**config.mk**
```make
export PLATFORM = sky130hd
export DESIGN_NAME = uart_rx_cfg
export DESIGN_NICKNAME = d
export VERILOG_FILES = /design/src/rtl/uart_pkg.sv /design/src/rtl/uart_sync2.sv /design/src/rtl/uart_rx_cfg.sv
export SDC_FILE = /design/constraint.sdc
export NUM_CORES = 1
export LEC_CHECK = 0
export ABC_AREA = 1
export CORE_MARGIN = 2
export CORE_UTILIZATION = 61
export DETAILED_ROUTE_END_ITERATION = 7
export PLACE_DENSITY = 0.89
export SETUP_SLACK_MARGIN = 0.02
export SLEW_MARGIN = 20
export SYNTH_ARGS = -nofsm -noshare
export SYNTH_HDL_FRONTEND = slang
export SYNTH_HIERARCHICAL = 1
export SYNTH_SLANG_ARGS = --single-unit
```
**constraint.sdc**
```tcl
create_clock -name clk -period 4.2 [get_ports clk]
set_clock_uncertainty 0.15 [all_clocks]
set_input_delay 0.42 -clock clk [delete_from_list [all_inputs] [get_ports clk]]
set_output_delay 0.42 -clock clk [all_outputs]
set_load 0.01 [all_outputs]
```
**src/rtl/uart_pkg.sv**
```systemverilog
// Shared definitions for the configurable UART receiver: FSM state encoding,
// parity-mode constants and the parity helper.
package uart_pkg;

    typedef enum logic [2:0] {
        ST_IDLE,
        ST_START,
        ST_DATA,
        ST_PAR,
        ST_STOP
    } rx_state_t;

    localparam int PAR_NONE = 0;
    localparam int PAR_EVEN = 1;
    localparam int PAR_ODD  = 2;

    // Expected parity bit for a word whose bits XOR to data_xor.
    function automatic logic parity_bit(input int mode, input logic data_xor);
        return (mode == PAR_ODD) ? ~data_xor : data_xor;
    endfunction

endpackage

```
**src/rtl/uart_sync2.sv**
```systemverilog
// Two-flop synchroniser for a single asynchronous bit; reset value is
// configurable so an idle-high line stays idle through reset.
module uart_sync2 #(
    parameter logic RST_VAL = 1'b1
) (
    input  logic clk,
    input  logic reset,
    input  logic d,
    output logic q
);

    logic meta;

    always_ff @(posedge clk or negedge reset) begin
        if (!reset) begin
            meta <= RST_VAL;
            q    <= RST_VAL;
        end else begin
            meta <= d;
            q    <= meta;
        end
    end

endmodule

```
**src/rtl/uart_rx_cfg.sv**
```systemverilog
// Oversampling UART receiver with configurable data bits, parity, stop bits
// and oversampling ratio; samples each bit at the middle of its period.
module uart_rx_cfg
    import uart_pkg::*;
#(
    parameter int DBIT      = 8,
    parameter int PARITY    = 0,
    parameter int STOP_BITS = 1,
    parameter int OVS       = 16
) (
    input  logic            clk,
    input  logic            reset,
    input  logic            i_ticks,
    input  logic            i_rx,
    output logic            o_rx_done,
    output logic [DBIT-1:0] o_data,
    output logic            o_parity_err,
    output logic            o_frame_err,
    output logic            o_busy
);

    localparam logic [4:0] TICK_MID  = 5'(OVS / 2 - 1);
    localparam logic [4:0] TICK_LAST = 5'(OVS - 1);
    localparam logic [3:0] DBIT_LAST = 4'(DBIT - 1);
    localparam logic [3:0] STOP_LAST = 4'(STOP_BITS - 1);

    rx_state_t       state;
    logic            rx_s;
    logic            armed;
    logic [4:0]      tick_cnt;
    logic [3:0]      bit_cnt;
    logic [DBIT-1:0] shreg;
    logic            perr;
    logic            ferr;

    uart_sync2 #(.RST_VAL(1'b1)) u_sync (
        .clk   (clk),
        .reset (reset),
        .d     (i_rx),
        .q     (rx_s)
    );

    assign o_busy = (state != ST_IDLE);

    always_ff @(posedge clk or negedge reset) begin
        if (!reset) begin
            state        <= ST_IDLE;
            armed        <= 1'b0;
            tick_cnt     <= '0;
            bit_cnt      <= '0;
            shreg        <= '0;
            perr         <= 1'b0;
            ferr         <= 1'b0;
            o_rx_done    <= 1'b0;
            o_data       <= '0;
            o_parity_err <= 1'b0;
            o_frame_err  <= 1'b0;
        end else begin
            o_rx_done <= 1'b0;
            unique case (state)
                ST_IDLE: begin
                    // Arming needs a high line first, so a held-low break cannot retrigger.
                    if (rx_s) begin
                        armed <= 1'b1;
                    end else if (armed) begin
                        armed    <= 1'b0;
                        tick_cnt <= '0;
                        state    <= ST_START;
                    end
                end
                ST_START: begin
                    if (i_ticks) begin
                        if (tick_cnt == TICK_MID) begin
                            if (!rx_s) begin
                                tick_cnt <= '0;
                                bit_cnt  <= '0;
                                perr     <= 1'b0;
                                ferr     <= 1'b0;
                                state    <= ST_DATA;
                            end else begin
                                state <= ST_IDLE;
                            end
                        end else begin
                            tick_cnt <= tick_cnt + 5'd1;
                        end
                    end
                end
                ST_DATA: begin
                    if (i_ticks) begin
                        if (tick_cnt == TICK_LAST) begin
                            tick_cnt <= '0;
                            shreg    <= {rx_s, shreg[DBIT-1:1]};
                            if (bit_cnt == DBIT_LAST) begin
                                bit_cnt <= '0;
                                state   <= (PARITY != PAR_NONE) ? ST_PAR : ST_STOP;
                            end else begin
                                bit_cnt <= bit_cnt + 4'd1;
                            end
                        end else begin
                            tick_cnt <= tick_cnt + 5'd1;
                        end
                    end
                end
                ST_PAR: begin
                    if (i_ticks) begin
                        if (tick_cnt == TICK_LAST) begin
                            perr     <= (rx_s != parity_bit(PARITY, ^shreg));
                            tick_cnt <= '0;
                            bit_cnt  <= '0;
                            state    <= ST_STOP;
                        end else begin
                            tick_cnt <= tick_cnt + 5'd1;
                        end
                    end
                end
                ST_STOP: begin
                    if (i_ticks) begin
                        if (tick_cnt == TICK_LAST) begin
                            tick_cnt <= '0;
                            if (!rx_s) begin
                                ferr <= 1'b1;
                            end
                            if (bit_cnt == STOP_LAST) begin
                                // Final stop sample also feeds the published flag directly.
                                o_data       <= shreg;
                                o_parity_err <= (PARITY != PAR_NONE) && perr;
                                o_frame_err  <= ferr | ~rx_s;
                                o_rx_done    <= 1'b1;
                                bit_cnt      <= '0;
                                state        <= ST_IDLE;
                            end else begin
                                bit_cnt <= bit_cnt + 4'd1;
                            end
                        end else begin
                            tick_cnt <= tick_cnt + 5'd1;
                        end
                    end
                end
                default: state <= ST_IDLE;
            endcase
        end
    end

endmodule

```
After elaboration in Yosys (flattened, before gate mapping)
Index checks and enable logic that the tools add are counted.

word-level totals
  flip-flop bits (word level) = 34
  logic and storage cells = 97

cells by class
  add/subtract/negate cells = 2
  equality and inequality tests = 23
  multiplexer cells = 46
  bitwise logic cells = 2
  reduce and logical (&&, ||, !) cells = 13

operators by type and width
  cell                   number
  $mux W4                11
  $mux W3                12
  $mux W5                7
  $ne A2 B2 Y1 const B   14
  $pmux W4 S4            1
  $pmux W3 S5            1
  $pmux W5 S3            1
  $reduce_and A12 Y1     1
  $mux W1                11
  $reduce_and A10 Y1     1
  $reduce_and A7 Y1      1
  $eq A3 B2 Y1 const B   2
  $reduce_and A6 Y1      1
  $reduce_bool A3 Y1     2
  $add A5 B1 Y5 const B  1
  $eq A5 B3 Y1 const B   1
  $eq A5 B4 Y1 const B   1
  $add A4 B1 Y4 const B  1
  $eq A4 B3 Y1 const B   1
  $logic_not A4 Y1       1
  $reduce_and A4 Y1      1
  $reduce_bool A4 Y1     1
  $eq A3 B1 Y1 const B   1
  $eq A3 B3 Y1 const B   1
  10 further kinds       10

Longest topological paths before layout
Gate-level depths: netlist of the first run.

  depth after elaboration = 5
  mapped depth = 10
  depth with buffers taken out = 10

Hierarchy
Netlist of the first run, hierarchy kept.

by module, submodules not included
  module       times used  cells an instance  area an instance (sq um)  sequential area each (sq um)
  uart_rx_cfg  1           214                1799.2                    800.8
  uart_sync2   1           2                  52.6                      52.6

Least setup slack after synthesis of the first run
No wires, ideal clock.

  path kind = reg-to-reg
  start = register tick_cnt[0]
  end = register shreg[0]
  data arrival time = 1.303 ns
  required time = 3.932 ns
  setup slack = 2.629 ns
  cell stages (with the launch flop) = 10
  cell sequence = dfrtp_1 ha_1 nand2_2 nor2_4 nand2_4 nor2_8 nand2_4 buf_6 nand2_1 o21ai_2

between the ends
  cells in the longest elaborated chain, start to end = 2

RTL lines
  what                                line                source
  from (decl)                         uart_rx_cfg.sv:30   logic [4:0] tick_cnt;
  from (signal assigned)              uart_rx_cfg.sv:84   tick_cnt <= tick_cnt + 5'd1;
  from (signal assigned)              uart_rx_cfg.sv:100  tick_cnt <= tick_cnt + 5'd1;
  from (signal assigned)              uart_rx_cfg.sv:112  tick_cnt <= tick_cnt + 5'd1;
  $eq A5 B4 Y1                        uart_rx_cfg.sv:90   if (tick_cnt == TICK_LAST) begin
  $reduce_and A3 Y1 (no source line)  n/a
  to (signal assigned)                uart_rx_cfg.sv:92   shreg <= {rx_s, shreg[DBIT-1:1]};
  to (decl)                           uart_rx_cfg.sv:32   logic [DBIT-1:0] shreg;

No other way between the ends.
A chain may end at the register's enable or synchronous reset.

Worst setup path in the final report of the first run
  start = register state[0]
  end = output o_busy

between the ends
  cells in the longest elaborated chain, start to end = 1

RTL lines
  what                    line               source
  from (decl)             uart_rx_cfg.sv:27  rx_state_t state;
  from (signal assigned)  uart_rx_cfg.sv:95  state <= (PARITY != PAR_NONE) ? ST_PAR : ST_STOP;
  $reduce_bool A3 Y1      uart_rx_cfg.sv:43  assign o_busy = (state != ST_IDLE);
  to (decl)               uart_rx_cfg.sv:19  output logic o_busy

No other way between the ends.

==> results of run 1 <==
[cell usage in the layout (no fill, tap or decap), types with 3 or more instances in the layout]
cell type	synthesis	layout
sky130_fd_sc_hd__a21oi_1	4	4
sky130_fd_sc_hd__clkbuf_4	0	5
sky130_fd_sc_hd__clkdlybuf4s50_1	0	14
sky130_fd_sc_hd__dfrtp_1	32	32
sky130_fd_sc_hd__ha_1	4	4
sky130_fd_sc_hd__inv_1	23	23
sky130_fd_sc_hd__nand2_1	62	62
sky130_fd_sc_hd__nand2_2	9	9
sky130_fd_sc_hd__nand2_4	6	6
sky130_fd_sc_hd__nand3_1	21	21
sky130_fd_sc_hd__nor2_1	9	9
sky130_fd_sc_hd__nor2_2	5	5
sky130_fd_sc_hd__nor2_4	3	3
sky130_fd_sc_hd__o21ai_0	5	5
sky130_fd_sc_hd__o21ai_1	3	3
sky130_fd_sc_hd__o21ai_2	16	16
[synth_stat cells]
cell / instances
sky130_fd_sc_hd__a21oi_1: 4
sky130_fd_sc_hd__xor2_1: 1
sky130_fd_sc_hd__inv_1: 23
sky130_fd_sc_hd__nand3_2: 1
sky130_fd_sc_hd__buf_4: 1
sky130_fd_sc_hd__ha_1: 4
sky130_fd_sc_hd__dfrtp_1: 32
sky130_fd_sc_hd__o21ai_2: 16
sky130_fd_sc_hd__nand4_1: 1
sky130_fd_sc_hd__conb_1: 1
sky130_fd_sc_hd__nand2_1: 62
sky130_fd_sc_hd__o21ai_0: 5
sky130_fd_sc_hd__nand3_1: 21
sky130_fd_sc_hd__nor2_8: 1
sky130_fd_sc_hd__xnor2_1: 1
sky130_fd_sc_hd__buf_6: 2
sky130_fd_sc_hd__inv_2: 2
sky130_fd_sc_hd__dfstp_2: 2
sky130_fd_sc_hd__nand2_4: 6
sky130_fd_sc_hd__nor2_4: 3
sky130_fd_sc_hd__nor2_1: 9
sky130_fd_sc_hd__nor2_2: 5
sky130_fd_sc_hd__a31oi_1: 1
sky130_fd_sc_hd__nand2_2: 9
sky130_fd_sc_hd__o21ai_1: 3
[flip-flops by register name (all words and copies together), names as in the netlist]
signal and count:
o_rx_done 1, u_sync/meta 1, state 3, tick_cnt 5, u_sync/q 1, o_frame_err 1
armed 1, shreg 8, o_data 8, bit_cnt 4, ferr 1
[final cells by class]
type,instances,share of cell area (%)
clock buffer,5,1.78
clock inverter,3,3.25
inverter,25,4.44
multi-input combinational,154,41.4
sequential,34,40.4
tap,31,1.83
timing repair buffer,15,6.98
[cell families (layout without fill, tap and decap cells)]
group | count (synthesis) | after routing | share of synthesized area, %
AO/OA/AOI/OAI | 29 | 29 | 11.1
XOR/XNOR | 2 | 2 | 0.946
buffers and inverters | 28 | 48 | 6.69
other | 1 | 1 | 0.203
flip-flops | 34 | 34 | 46.1
AND/OR/NAND/NOR | 118 | 118 | 32.2
adder cells (fa/ha/maj) | 4 | 4 | 2.70
[critical path, stage by stage, from the launching register on]
cell and delay, ns:
sky130_fd_sc_hd__dfrtp_1 0.47, sky130_fd_sc_hd__nor2_2 0.22, sky130_fd_sc_hd__nand2_1 0.12, sky130_fd_sc_hd__clkdlybuf4s50_1 0.49
[path summary, 6_finish.rpt]
path                            depth (start not counted)                      end                     from  slack, ns
worst max register to register                         10     state[0]$_DFFE_PN0P_  tick_cnt[0]$_DFFE_PN0P_       2.45
min in group asynchronous                               2  tick_cnt[0]$_DFFE_PN0P_                    reset       0.31
max in group asynchronous                               2    u_sync/meta$_DFF_PN1_                    reset       3.24
worst min register to register                          0       u_sync/q$_DFF_PN1_    u_sync/meta$_DFF_PN1_       0.21
worst min-delay path                                    0       u_sync/q$_DFF_PN1_    u_sync/meta$_DFF_PN1_       0.21
worst max-delay path                                    3                   o_busy     state[0]$_DFFE_PN0P_       1.99
[routing by layer]
layer	GRT usage (%)	wire length, µm	vias to the layer above
li1	-	-	722
met1	27.4	1520	658
met2	34.9	1590	17
met3	6.11	77	5
met4	10.4	51	0
met5	0	0	-
[power by group]
part / total, mW / internal [mW] / switching, mW
registers: 0.415 / 0.367 / 0.0481
clock network: 0.301 / 0.186 / 0.115
logic: 0.481 / 0.159 / 0.322
==> insert_results.sql, run 1 <==
INSERT INTO impl_metrics (metric_group, metric, value, unit) VALUES
('status', 'status', 'finished, final reports clean', ''),
('place', 'port_buffers', '14', ''),
('synthesis', 'post-synth-top-area-fraction', '43.2', '%'),
('layout', 'layout-area-overhead-vs-synth', '14.2', '%'),
('synthesis', 'synth_seq_area_share', '46.1', '%'),
('synthesis', 'synth_largest_area_cell', 'sky130_fd_sc_hd__dfrtp_1', ''),
('global_route', 'number_of_antenna_violations_at_the_first_check_in_global_routing', '0', ''),
('synthesis', 'syn-mean-instance-area', '8.57', 'µm²'),
('global_route', 'globalRouteTotalUtil', '21.9', '%'),
('global_route', 'grt_first_pass_wirelength', '5.64', 'mm'),
('run', 'drv_cap', '0', ''),
('floorplanning', 'die-height', '59.1', 'µm'),
('timing', 'hold-worst-slack', '0.211', 'ns'),
('synthesis', 'synth.area.top_cells', 'sky130_fd_sc_hd__dfrtp_1 43%, sky130_fd_sc_hd__nand2_1 13%, sky130_fd_sc_hd__o21ai_2 7.6%', ''),
('hold_path', 'class_of_the_worst_hold_path', 'reg2reg', ''),
('clock_network', 'cts-buffers-inserted', '5', ''),
('clock_network', 'cts_tree', 'done', ''),
('place', 'post-dp-hpwl', '2.39', 'mm'),
('pwr', 'power_leakage', '1.07', 'nW'),
('layout', 'final_core_utilization', '74.7', '%'),
('layout', 'final_net_count', '243', ''),
('synthesis', 'yosysWarningCount', '6', ''),
('floorplanning', 'fp.coreArea', '2830', 'µm²'),
('synthesis', 'ffs_latches_synth', '34', ''),
('timing', 'final.min_clock_period', '2.21', 'ns'),
('clock_network', 'ctsResizeCount', '0', ''),
('floorplanning', 'std_cell_rows', '19', ''),
('place', 'detailedPlace.worstSlack', '2.37', 'ns'),
('timing', 'fmax', '453', 'MHz'),
('layout', 'drive_gt1_share', '22.9', '%'),
('clock_network', 'cts-hold-fix-buffers', '0', ''),
('global_route', 'grt_start_max_net_pins', '35', ''),
('clock_network', 'ctsRootBufferMaster', 'sky130_fd_sc_hd__clkbuf_4', ''),
('layout', 'regArea', '853', 'µm²'),
('pwr', 'cellPowerDensity', '566', 'nW/µm²'),
('worst_setup_path', 'critical_path.max_fanout', '6', ''),
('place', 'gp_congestion', '0.833', ''),
('layout', 'num_antenna_cells', '0', ''),
('clock_network', 'cts-htree-levels', '2', ''),
('layout', 'filler_cell_count', '209', ''),
('floorplanning', 'fp.dieW', '59.1', 'µm'),
('detailed_routing', 'viasPerCell', '5.25', ''),
('floorplanning', 'die_area', '3490', 'µm²'),
('detailed_routing', 'drt_iter0_markers', '48', ''),
('detailed_routing', 'vias', '1402', ''),
('clock_network', 'cts.reportedPaths.clkPinSlew', '0.10', 'ns'),
('worst_setup_path', 'worstPathArrival', '1.64', 'ns'),
('synthesis', 'synthDistinctLibCells', '25', ''),
('worst_setup_path', 'path_class', 'reg2out', ''),
('layout', 'multi_input_area', '875', 'µm²'),
('detailed_routing', 'first_pass_iters', '4', ''),
('clock_network', 'tritoncts_num_sinks', '34', ''),
('detailed_routing', 'wl_per_cell', '12.1', 'µm'),
('detailed_routing', 'drt_drc_violations_left', '0', ''),
('place', 'postPlaceCellArea', '2010', 'µm²'),
('timing', 'finalSetupViolCount', '0', ''),
('clock_network', 'post_cts.repair.setup_buffers', '0', ''),
('layout', 'finish.cell_count_without_fillers', '267', ''),
('timing', 'final.setup.tns', '0', 'ns'),
('timing', 'slew_limit_fails', '0', ''),
('worst_setup_path', 'start_kind', 'flop', ''),
('floorplanning', 'num_io_pins', '16', ''),
('worst_setup_path', 'end_kind', 'output pin', ''),
('floorplanning', 'floorplan.initialDensity', '65.5', '%'),
('detailed_routing', 'route.antenna.remaining_nets', '0', ''),
('synthesis', 'synth_fp_nets', '224', ''),
('timing', 'fin_ws', '1.99', 'ns'),
('clock_network', 'clk_buf_depth', '2', ''),
('synthesis', 'post_syn_area', '1850', 'µm²'),
('pwr', 'post-layout-total-power', '1.20', 'mW'),
('clock_network', 'clk-insertion-delay-late', '0.35', 'ns'),
('timing', 'min_period_over_period', '52.6', '%'),
('worst_setup_path', 'cp.required', '3.63', 'ns'),
('pwr', 'vdd_drop_max', '0.419', 'mV'),
('place', 'placed_cells_incl_taps', '259', ''),
('synthesis', 'synth_cells', '216', ''),
('timing', 'rsz0062_at_grt', 'no', ''),
('layout', 'finalInstanceArea', '2110', 'µm²'),
('detailed_routing', 'detail_route.wirelength', '3.23', 'mm'),
('global_route', 'grt_overflow', '0', ''),
('global_route', 'number_of_global_route_vias_before_repair', '1321', ''),
('timing', 'final_hold_viol_count', '0', '');
Power figures use the tool's default switching activity.
==> run 2, diff against run 1 <==
--- a/config.mk
+++ b/config.mk
@@ -7,9 +7,9 @@
 export LEC_CHECK = 0
 export ABC_AREA = 1
 export CORE_MARGIN = 2
-export CORE_UTILIZATION = 61
+export CORE_UTILIZATION = 51
 export DETAILED_ROUTE_END_ITERATION = 7
-export PLACE_DENSITY = 0.89
+export PLACE_DENSITY = 0.8
 export SETUP_SLACK_MARGIN = 0.02
 export SLEW_MARGIN = 20
 export SYNTH_ARGS = -nofsm -noshare
==> constraint.sdc (replaced) <==
create_clock -name clk -period 1.95 [get_ports clk]
set_clock_uncertainty 0.15 [all_clocks]
set_input_delay 0.195 -clock clk [delete_from_list [all_inputs] [get_ports clk]]
set_output_delay 0.195 -clock clk [all_outputs]
set_load 0.01 [all_outputs]
==> run 2 against run 1 <==
Total power increased by 95%. Wire length increased by 2.4%. Global-route usage decreased by 3.5 points. Die area grew 18%. Largest power group unchanged. Highest routed layer unchanged. Setup slack got worse by 1.7 ns. Critical path type is now reg2reg. Combinational power grew 120%. Design area fell by 1.4%. Largest cell class unchanged.
==> insert_results.sql, run 2 (synthesis gave the netlist of run 1 again) <==
INSERT INTO impl_metrics (metric_group, metric, value, unit) VALUES
('pwr', 'cellInternalPower', '1.27', 'mW'),
('run', 'drv_cap', '0', ''),
('worst_setup_path', 'critical_path.max_fanout', '5', ''),
('worst_setup_path', 'max_stage_delay', '0.40', 'ns'),
('detailed_routing', 'dr.max_layer_used', 'met4', ''),
('global_route', 'grt_overflow', '0', ''),
('layout', 'layout-area-overhead-vs-synth', '12.6', '%'),
('pwr', 'swShare', '45.5', '%'),
('layout', 'top_regs', 'o_data x8, shreg x8, tick_cnt x5', ''),
('floorplanning', 'fp.dieW', '64.3', 'µm'),
('worst_setup_path', 'path_class', 'reg2reg', ''),
('global_route', 'globalRouteTotalUtil', '18.3', '%'),
('global_route', 'number_of_antenna_violations_at_the_first_check_in_global_routing', '0', ''),
('detailed_routing', 'vias', '1382', ''),
('clock_network', 'tritoncts_num_sinks', '34', ''),
('place', 'detailedPlace.worstSlack', '0.271', 'ns'),
('clock_network', 'cts-buffers-inserted', '5', ''),
('worst_setup_path', 'cp_cell_sequence', 'ha_1 > nand2_2 > nor2_4 > nand2_2 > nand2_2 > nand2_4 > nor2_4 > nand2_2 > nand2_1 > nand2_1', ''),
('floorplanning', 'floorplan.initialDensity', '54.2', '%'),
('worst_setup_path', 'worstPathArrival', '1.79', 'ns'),
('timing', 'final_hold_viol_count', '0', ''),
('pwr', 'post-layout-total-power', '2.33', 'mW'),
('worst_setup_path', 'critical_path.most_common_cell', 'sky130_fd_sc_hd__nand2_2', ''),
('clock_network', 'cts-htree-levels', '2', ''),
('global_route', 'grt_first_pass_wirelength', '5.75', 'mm'),
('timing', 'final.setup.tns', '0', 'ns'),
('detailed_routing', 'drt_iter0_markers', '57', ''),
('floorplanning', 'die_area', '4130', 'µm²'),
('place', 'gp_congestion', '0.861', ''),
('clock_network', 'clk-insertion-delay-late', '0.34', 'ns'),
('layout', 'finish.cell_count_without_fillers', '281', ''),
('detailed_routing', 'route.antenna.remaining_nets', '0', ''),
('place', 'post-dp-hpwl', '2.40', 'mm'),
('floorplanning', 'die-height', '64.3', 'µm'),
('worst_setup_path', 'end_kind', 'flop', ''),
('floorplanning', 'fp.coreArea', '3420', 'µm²'),
('pwr', 'cellPowerDensity', '1120', 'nW/µm²'),
('clock_network', 'cts-hold-fix-buffers', '0', ''),
('status', 'status', 'finished, final reports clean', ''),
('layout', 'final_core_utilization', '61.0', '%'),
('clock_network', 'cts.reportedPaths.clkPinSlew', '0.10', 'ns'),
('clock_network', 'post_cts.repair.setup_buffers', '0', ''),
('layout', 'layout_commonest_cell', 'sky130_fd_sc_hd__nand2_1', ''),
('place', 'placed_cells_incl_taps', '274', ''),
('layout', 'final_net_count', '243', ''),
('worst_setup_path', 'critical_path.top_delay_family', 'simple AND/OR/NAND/NOR gates', ''),
('worst_setup_path', 'cp.required', '2.04', 'ns'),
('pwr', 'seqPwrFrac', '38.8', '%'),
('timing', 'rsz0062_at_grt', 'no', ''),
('timing', 'slew_limit_fails', '0', ''),
('worst_setup_path', 'start_kind', 'flop', ''),
('clock_network', 'cts_tree', 'done', ''),
('global_route', 'number_of_global_route_vias_before_repair', '1321', ''),
('layout', 'num_antenna_cells', '0', ''),
('worst_setup_path', 'worst-r2r-cell-count', '10', ''),
('timing', 'finalSetupViolCount', '0', ''),
('global_route', 'grt_start_max_net_pins', '35', ''),
('detailed_routing', 'drt-met1-wl', '1.50', 'mm'),
('detailed_routing', 'met2RoutedLength', '1.60', 'mm'),
('clock_network', 'clk_buf_depth', '2', ''),
('timing', 'fin_ws', '0.249', 'ns'),
('timing', 'min_period_over_period', '87.2', '%'),
('detailed_routing', 'first_pass_iters', '4', ''),
('layout', 'final_cell_mix', '62 x sky130_fd_sc_hd__nand2_1, 30 x sky130_fd_sc_hd__dfrtp_1, 23 x sky130_fd_sc_hd__inv_1, 21 x sky130_fd_sc_hd__nand3_1, 16 x sky130_fd_sc_hd__o21ai_2', ''),
('floorplanning', 'num_io_pins', '16', ''),
('worst_setup_path', 'critical_path_depth', '10', ''),
('pwr', 'vdd_drop_max', '0.661', 'mV'),
('pwr', 'power_frac_clock', '15.8', '%'),
('layout', 'drive_gt1_share', '23.4', '%'),
('pwr', 'comb_power_share', '45.4', '%'),
('hold_path', 'class_of_the_worst_hold_path', 'in2reg', ''),
('pwr', 'net_switching_power', '1.06', 'mW'),
('detailed_routing', 'detail_route.wirelength', '3.31', 'mm'),
('timing', 'fmax', '588', 'MHz'),
('worst_setup_path', 'critPathSlowestCell', 'sky130_fd_sc_hd__dfrtp_1', ''),
('clock_network', 'ctsRootBufferMaster', 'sky130_fd_sc_hd__clkbuf_4', ''),
('place', 'port_buffers', '14', ''),
('floorplanning', 'std_cell_rows', '21', ''),
('timing', 'final.min_clock_period', '1.70', 'ns'),
('detailed_routing', 'wl_per_cell', '11.8', 'µm'),
('detailed_routing', 'met3_wirelength', '103', 'µm'),
('detailed_routing', 'viasPerCell', '4.92', ''),
('pwr', 'power_leakage', '1.06', 'nW'),
('hold_path', 'whs_path_depth', '1', ''),
('detailed_routing', 'drt_drc_violations_left', '0', ''),
('worst_setup_path', 'critPathBufInv', '0', '');
## run 2: cell count changes in the layout (fill, tap and decap cells not counted), sizes merged
cell / delta
dlymetal6s2s: +1
clkinv: +1
bufinv: -2
clkdlybuf4s50: -1
## run 2: cell type report
type / count / area (µm²)
Clock inverter: 2 / 10.0
Timing Repair Buffer: 15 / 150
Sequential cell: 34 / 856
Multi-Input combinational cell: 154 / 880
Inverter: 25 / 93.8
Clock buffer: 5 / 37.5
Tap cell: 46 / 57.6
Fill cell: 296 / 1330
## run 2: power groups by stage
stage	sequential [mW]	combinational (mW)	clock, mW
final	0.904	1.06	0.368
after global routing	0.917	1.19	0.394
after CTS	0.899	1.06	0.372
after detailed placement	0.903	1.04	0
after global placement	0.900	1.02	0
after floorplan	0.885	0.831	0
## run 2: worst reg2reg max path, stage by stage, from the launching register on
cell and delay [ns]:
sky130_fd_sc_hd__dfrtp_1 0.40, sky130_fd_sc_hd__ha_1 0.23, sky130_fd_sc_hd__nand2_2 0.08, sky130_fd_sc_hd__nor2_4 0.12
sky130_fd_sc_hd__nand2_2 0.10, sky130_fd_sc_hd__nand2_2 0.14, sky130_fd_sc_hd__nand2_4 0.08, sky130_fd_sc_hd__nor2_4 0.10
sky130_fd_sc_hd__nand2_2 0.07, sky130_fd_sc_hd__nand2_1 0.07, sky130_fd_sc_hd__nand2_1 0.05
## run 2: final timing paths
kind / startpoint / to / slack [ns]
hold reg to reg: u_sync/meta$_DFF_PN1_ / u_sync/q$_DFF_PN1_ / 0.21
setup / recovery: tick_cnt[0]$_DFFE_PN0P_ / state[2]$_DFFE_PN0P_ / 0.25
setup reg to reg: tick_cnt[0]$_DFFE_PN0P_ / state[2]$_DFFE_PN0P_ / 0.25
min in group asynchronous: reset / tick_cnt[2]$_DFFE_PN0P_ / 0.11
hold / removal: i_rx / u_sync/meta$_DFF_PN1_ / 0.1
max in group asynchronous: reset / u_sync/meta$_DFF_PN1_ / 1.21
## run 2: metal layers
metal | up-vias | global-route usage, %
li1 | 715 | -
met1 | 635 | 22.2
met2 | 21 | 30.3
met3 | 11 | 3.17
met4 | 0 | 11.2
met5 | - | 0
## run 2: timing repair
item | 4_1_cts | 5_1_grt
endpoints found under the hold margin | 0 | 0
resized for setup | 2 | 2
setup endpoints to repair | 1 | 1
## run 2: per-stage QoR
step / area [µm²] / hold slack [ns]
floorplan: 1850 / -0.251
global placement: 2030 / 0.198
detailed placement: 2030 / 0.197
CTS: 2080 / 0.0994
global route: 2080 / 0.113
finish: 2080 / 0.0991
